### src/rtl/sdram_write_master.sv
// Streams a frame of 24-bit pixels, one group at a time, to Avalon-MM memory. Writes are back-to-back and stall on master_waitrequest.
// Define WRITE_RESP_EN to wait for master_writeresponsevalid after each accepted write.
module sdram_write_master #(
  parameter int IMG_WIDTH  = 640,
  parameter int IMG_HEIGHT = 480,
  parameter int GROUP      = 6
) (
  input  logic        clk,
  input  logic        n_rst,
  input  logic        start,
  input  logic [31:0] base_addr,
  input  logic        group_ready,
  input  logic [23:0] pixel_in,
  input  logic        master_waitrequest,
  input  logic        master_writeresponsevalid,
  output logic        master_write,
  output logic [31:0] master_address,
  output logic [31:0] master_writedata,
  output logic [3:0]  master_byteenable,
  output logic        group_done,
  output logic        frame_done,
  output logic        busy
);

  localparam int TOTAL = IMG_WIDTH * IMG_HEIGHT;
  localparam int PCW   = $clog2(TOTAL) + 1;
  localparam int GCW   = $clog2(GROUP) + 1;

`ifdef WRITE_RESP_EN
  // Counters have already advanced when the response arrives, so compare against the end counts.
  localparam logic [PCW-1:0] PIX_END = PCW'(TOTAL);
  localparam logic [GCW-1:0] GRP_END = GCW'(GROUP);
`else
  localparam logic [PCW-1:0] PIX_LAST = PCW'(TOTAL - 1);
  localparam logic [GCW-1:0] GRP_LAST = GCW'(GROUP - 1);
`endif

  typedef enum logic [2:0] {
    S_IDLE,
    S_WAIT_GROUP,
    S_WRITE,
`ifdef WRITE_RESP_EN
    S_RESP,
`endif
    S_FRAME_DONE
  } state_t;

  state_t          r_state;
  logic [31:0]     r_addr;
  logic [PCW-1:0]  r_pix_cnt;
  logic [GCW-1:0]  r_grp_cnt;
  logic            w_accept;

  assign w_accept = (r_state == S_WRITE) && !master_waitrequest;

`ifdef WRITE_RESP_EN
  assign group_done = (r_state == S_RESP) && master_writeresponsevalid && (r_grp_cnt == GRP_END);
`else
  logic w_unused_resp;
  assign w_unused_resp = master_writeresponsevalid;
  assign group_done = w_accept && (r_grp_cnt == GRP_LAST);
`endif

  always_ff @(posedge clk or negedge n_rst) begin
    if (!n_rst) begin
      r_state   <= S_IDLE;
      r_addr    <= '0;
      r_pix_cnt <= '0;
      r_grp_cnt <= '0;
    end else begin
      case (r_state)
        S_IDLE: begin
          if (start) begin
            r_addr    <= base_addr;
            r_pix_cnt <= '0;
            r_grp_cnt <= '0;
            r_state   <= S_WAIT_GROUP;
          end
        end
        S_WAIT_GROUP: begin
          if (group_ready) begin
            r_grp_cnt <= '0;
            r_state   <= S_WRITE;
          end
        end
        S_WRITE: begin
          if (w_accept) begin
            r_addr    <= r_addr + 32'd4;
            r_pix_cnt <= r_pix_cnt + 1'b1;
            r_grp_cnt <= r_grp_cnt + 1'b1;
`ifdef WRITE_RESP_EN
            r_state   <= S_RESP;
`else
            if (r_grp_cnt == GRP_LAST)
              r_state <= (r_pix_cnt == PIX_LAST) ? S_FRAME_DONE : S_WAIT_GROUP;
`endif
          end
        end
`ifdef WRITE_RESP_EN
        S_RESP: begin
          if (master_writeresponsevalid) begin
            if (r_grp_cnt == GRP_END)
              r_state <= (r_pix_cnt == PIX_END) ? S_FRAME_DONE : S_WAIT_GROUP;
            else
              r_state <= S_WRITE;
          end
        end
`endif
        S_FRAME_DONE: r_state <= S_IDLE;
        default:      r_state <= S_IDLE;
      endcase
    end
  end

  assign master_write      = (r_state == S_WRITE);
  assign master_address    = r_addr;
  assign master_writedata  = {8'h00, pixel_in};
  assign master_byteenable = 4'b0111;
  assign frame_done        = (r_state == S_FRAME_DONE);
  assign busy              = (r_state != S_IDLE);

endmodule

### config.mk
export PLATFORM = sky130hd
export DESIGN_NAME = sdram_write_master
export DESIGN_NICKNAME = d
export VERILOG_FILES = /design/src/rtl/sdram_write_master.sv
export SDC_FILE = /design/constraint.sdc
export NUM_CORES = 1
export LEC_CHECK = 0
export CAP_MARGIN = 20
export CELL_PAD_IN_SITES_DETAIL_PLACEMENT = 2
export CELL_PAD_IN_SITES_GLOBAL_PLACEMENT = 2
export CORE_MARGIN = 8
export CORE_UTILIZATION = 26
export DETAILED_ROUTE_END_ITERATION = 8
export PLACE_DENSITY_LB_ADDON = 0.25
export SKIP_CTS_REPAIR_TIMING = 1
export SYNTH_ARGS = -nofsm -noshare
export SYNTH_HDL_FRONTEND = slang
export SYNTH_SLANG_ARGS = --single-unit
### constraint.sdc
create_clock -name clk -period 2.71 [get_ports clk]
set_clock_uncertainty 0.05 [all_clocks]
set_input_delay 0.542 -clock clk [delete_from_list [all_inputs] [get_ports clk]]
set_output_delay 0.542 -clock clk [all_outputs]
set_load 0.1 [all_outputs]
## Word level (Yosys, flattened, before mapping)

Index checks and enable logic that the tools add are counted.

- $add $sub $neg: 3
- Eq/ne operators: 9
- Multiplexer cells: 16
- Reduce and logical (&&, ||, !) cells: 10

Operator list:

| cell | number |
|---|---|
| two-way mux 32 bit | 2 |
| case mux 32 bit (2 select lines) | 1 |
| two-way mux 20 bit | 2 |
| case mux 20 bit (2 select lines) | 1 |
| adder 32 x 3 -> 32 bit (second input constant) | 1 |
| adder 20 x 1 -> 20 bit (second input constant) | 1 |
| == test 20 x 19 -> 1 bit (second input constant) | 1 |
| two-way mux 3 bit | 4 |
| two-way mux 4 bit | 3 |
| case mux 4 bit (3 select lines) | 1 |
| case mux 3 bit (3 select lines) | 1 |
| AND reduction 4 bit | 2 |
| == test 3 x 2 -> 1 bit (second input constant) | 2 |
| nonzero test 3 bit | 2 |
| adder 4 x 1 -> 4 bit (second input constant) | 1 |
| == test 4 x 3 -> 1 bit (second input constant) | 1 |
| inequality test 2 x 1 -> 1 bit (second input constant) | 2 |
| inequality test 2 bit (second input constant) | 2 |
| == test 3 x 1 -> 1 bit (second input constant) | 1 |
| zero test 3 bit | 1 |
| AND reduction 3 bit | 1 |
| logical AND 1 bit | 2 |
| two-way mux 2 bit | 1 |
| nonzero test 2 bit | 1 |
| zero test 1 bit | 1 |

- Bits in registers: 59
- Input bits: 62
- Logic and storage cells: 42

## Longest topological paths before layout

- Depth after elaboration: 5
- Mapped depth: 8
- Mapped depth without buffers: 6

## Worst setup path after synthesis

No wires, ideal clock.

- Path kind: input port to output port
- Start point: input port master_waitrequest
- End point: output port group_done
- Arrival: 2.504 ns
- Data required time: 2.118 ns
- Slack: -0.386 ns
- Stages on the path: 4
- Path buffers: 2
- Path through: or3b_1 > buf_6 > clkbuf_1 > nor2_1

- Word-level cells in the longest chain between the ends: 3

RTL lines:

| element | line | source |
|---|---|---|
| from (decl) | 14 | `input logic master_waitrequest,` |
| zero test 1 bit | 54 | `assign w_accept = (r_state == S_WRITE) && !master_waitrequest;` |
| logical AND 1 bit | 54 |  |
| logical AND 1 bit | 61 | `assign group_done = w_accept && (r_grp_cnt == GRP_LAST);` |
| to (decl) | 20 | `output logic group_done,` |

Every way passes these cells.

## Worst setup path after layout

Ends and elaborated chain as after synthesis.

==> flow_summary_export.csv <==
group,metric,value,unit
floorplan,die_w,137,um
grt,grt_start_max_net_pins,27,
worst_setup_path,startpoint_type,"primary input",
synthesis,synth_top_area_share,38.2,%
clock_tree,clk-insertion-delay-late,340,ps
worst_setup_path,required,2120,ps
timing,fin_crit_sh,94.6,%
route,firstDrtPassIters,4,
placed_design,place_ws,-91.5,ps
pwr,power.leakage,1.91,nW
synthesis,syn_area,0.00380,sq mm
floorplan,die_area,0.0187,sq mm
timing,max_freq,390,MHz
floorplan,core_area,0.0144,sq mm
placed_design,gp_congestion,0.798,
cells_and_area,drive_gt1_share,16.8,%
timing,layout_min_cycle_time,2560,ps
pwr,powerDensity,1390,mW/mm^2
clock_tree,cts.sinks,58,
route,wire_per_inst,20.8,um
cells_and_area,n_antenna_cell,0,
clock_tree,cts_root_buf,"clkbuf_16",
floorplan,die_h,137,um
synthesis,ys.flop_type,"dfrtp_1",
timing,slew_headroom,60.6,%
timing,drv_slew,0,
timing,setup_slack,146,ps
route,vias,3756,
synthesis,synthArstFlopShare,100,%
route,viasPerCell,5.39,
cells_and_area,postLayoutCoreUtil,33.4,%
cells_and_area,multi_input_area,0.00198,sq mm
worst_setup_path,cp-end-kind,"output pin",
route,drt_iter0_markers,138,
cells_and_area,fillers,1684,
hold_path,hold_path_class,"in2async",
synthesis,synth_area_leaders,"dfrtp_1 (38%), buf_4 (7.3%), a21oi_1 (5.0%)",
grt,grt-ovfl-total,0,
timing,setup_viol,0,
clock_tree,numCtsBuffers,9,
clock_tree,htree_levels,3,
floorplan,start_util,26.3,%
job,maxCapViolCount,0,
placed_design,dp_hpwl,10.7,mm
clock_tree,clk_pin_slew,50,ps
synthesis,ys_seq_elements,58,
timing,tightest_slew,589,ps
synthesis,synth.distinct_cells,53,
synthesis,syn_inst,450,
route,drtAntennaViolNets,0,
placed_design,io_buffers,72,
run_status,status,"finished clean",
timing,rsz0062_at_grt,"false",
cells_and_area,syn2layout_area_growth,26.9,%
grt,grt_pass1_vias,4134,
cells_and_area,most-common-layout-cells,"buf_4 (62), dfrtp_1 (54), nand2_1 (44)",
floorplan,fp-row-count,44,
cells_and_area,final_common_cell,"buf_4",
timing,hold_viol,0,
grt,grt_pass1_wl,22.9,mm
synthesis,synth_seq_area_share,38.2,%
grt,grt_antenna_before_repair,0,
clock_tree,cts_tree,"done",
grt,grt.total_usage,15.7,%
synthesis,synth_edf_count,0,
route,drc,0,
cells_and_area,ff_latch_area,0.00146,sq mm
worst_setup_path,cp_max_fo,8,
worst_setup_path,worstPathArrival,1970,ps
synthesis,postSynthAreaPerCell,8.44,sq um
route,drt_wl_total,14.5,mm
clock_tree,cts_buffer_depth,2,
synthesis,yosysWarnings,0,
floorplan,io_pins,134,
pwr,ir_drop,0.682,mV
synthesis,synth_top_area_cell,"dfrtp_1",
worst_setup_path,worst-setup-path-type,"in2out",
cells_and_area,final_nets,574,
==> worst max-delay path, stage by stage <==
cell and delay, ps:
clkdlybuf4s50_1 460, or3b_1 400, buf_4 200, nor2_2 160, buf_12 190
==> sequential cells by signal, summed over array words and instances, names as in the netlist <==
| register | cells |
|---|---|
| master_address | 32 |
| r_state | 2 |
| r_grp_cnt | 4 |
| r_pix_cnt | 20 |
==> final cells by class <==
cell class                      count  share of cell area, %
Inverter                            6                  0.467
Multi-Input combinational cell    332                   41.0
Timing Repair Buffer              101                   18.3
Tap cell                          184                   4.78
Clock buffer                       16                   5.22
Sequential cell                    58                   30.2
==> kinds of logic after synthesis <==
| group | after synthesis | synth area share, % |
|---|---|---|
| compound gates | 125 | 21.8 |
| fa+ha+maj | 4 | 1.32 |
| buf+inv | 70 | 11.0 |
| xor+xnor | 9 | 2.08 |
| other cells | 2 | 0.198 |
| simple gates | 182 | 25.4 |
| flops | 58 | 38.2 |
==> report_power, final <==
group          switching, mW  internal, mW  total (mW)
Clock                  0.401         0.621        1.02
Combinational           3.08         0.989        4.07
Sequential             0.462          1.16        1.62
Total                   3.95          2.77        6.71
==> final timing paths <==
check | from | end | slack, ps | cells after the start
min reg2reg | master_address[0] | master_address[0] | 430 | 2
max | master_waitrequest | group_done | 150 | 5
min | n_rst | r_grp_cnt[2] | 9 | 1
max reg2reg | r_pix_cnt[0] | r_pix_cnt[14] | 450 | 5
max in group asynchronous | n_rst | master_address[0] | 2030 | 2
min in group clk | master_address[0] | master_address[0] | 430 | 2
==> cell usage after synthesis, drive strengths merged (5+ instances only) <==
library cell / n
nand2: 44
o32ai: 5
a21oi: 38
or4: 10
and4: 7
o31ai: 9
nand4: 14
nand3: 23
dfrtp: 58
xnor2: 6
o22ai: 8
buf: 42
and3: 12
inv: 6
o21ai: 18
nor2: 34
nor4: 6
nor3: 6
a211oi: 9
clkbuf: 22
a311oi: 5
and2: 6
==> routing by layer <==
layer / global-route usage [%] / wire length, um / vias up / share of wire, %
li1: - / - / 1749 / -
met1: 18.5 / 6240 / 1909 / 43
met2: 26.9 / 7190 / 83 / 50
met3: 5.21 / 882 / 15 / 6.1
met4: 4.28 / 179 / 0 / 1.2
met5: 0 / 0 / - / 0
==> stage by stage <==
stage / std cells / hold slack, ps / setup TNS (ps) / cell area (sq um) / total power, mW
floorplan: 460 / 196 / 0 / 3840 / 4.70
global placement: 681 / 363 / -96.8 / 4570 / 5.65
detailed placement: 681 / 369 / -251 / 4570 / 5.74
CTS: 697 / 6.45 / 0 / 4820 / 6.80
global route: 697 / 14.4 / 0 / 4820 / 7.05
finish: 697 / 9.25 / 0 / 4820 / 6.71
No activity file was read; power rests on OpenSTA's default activity.
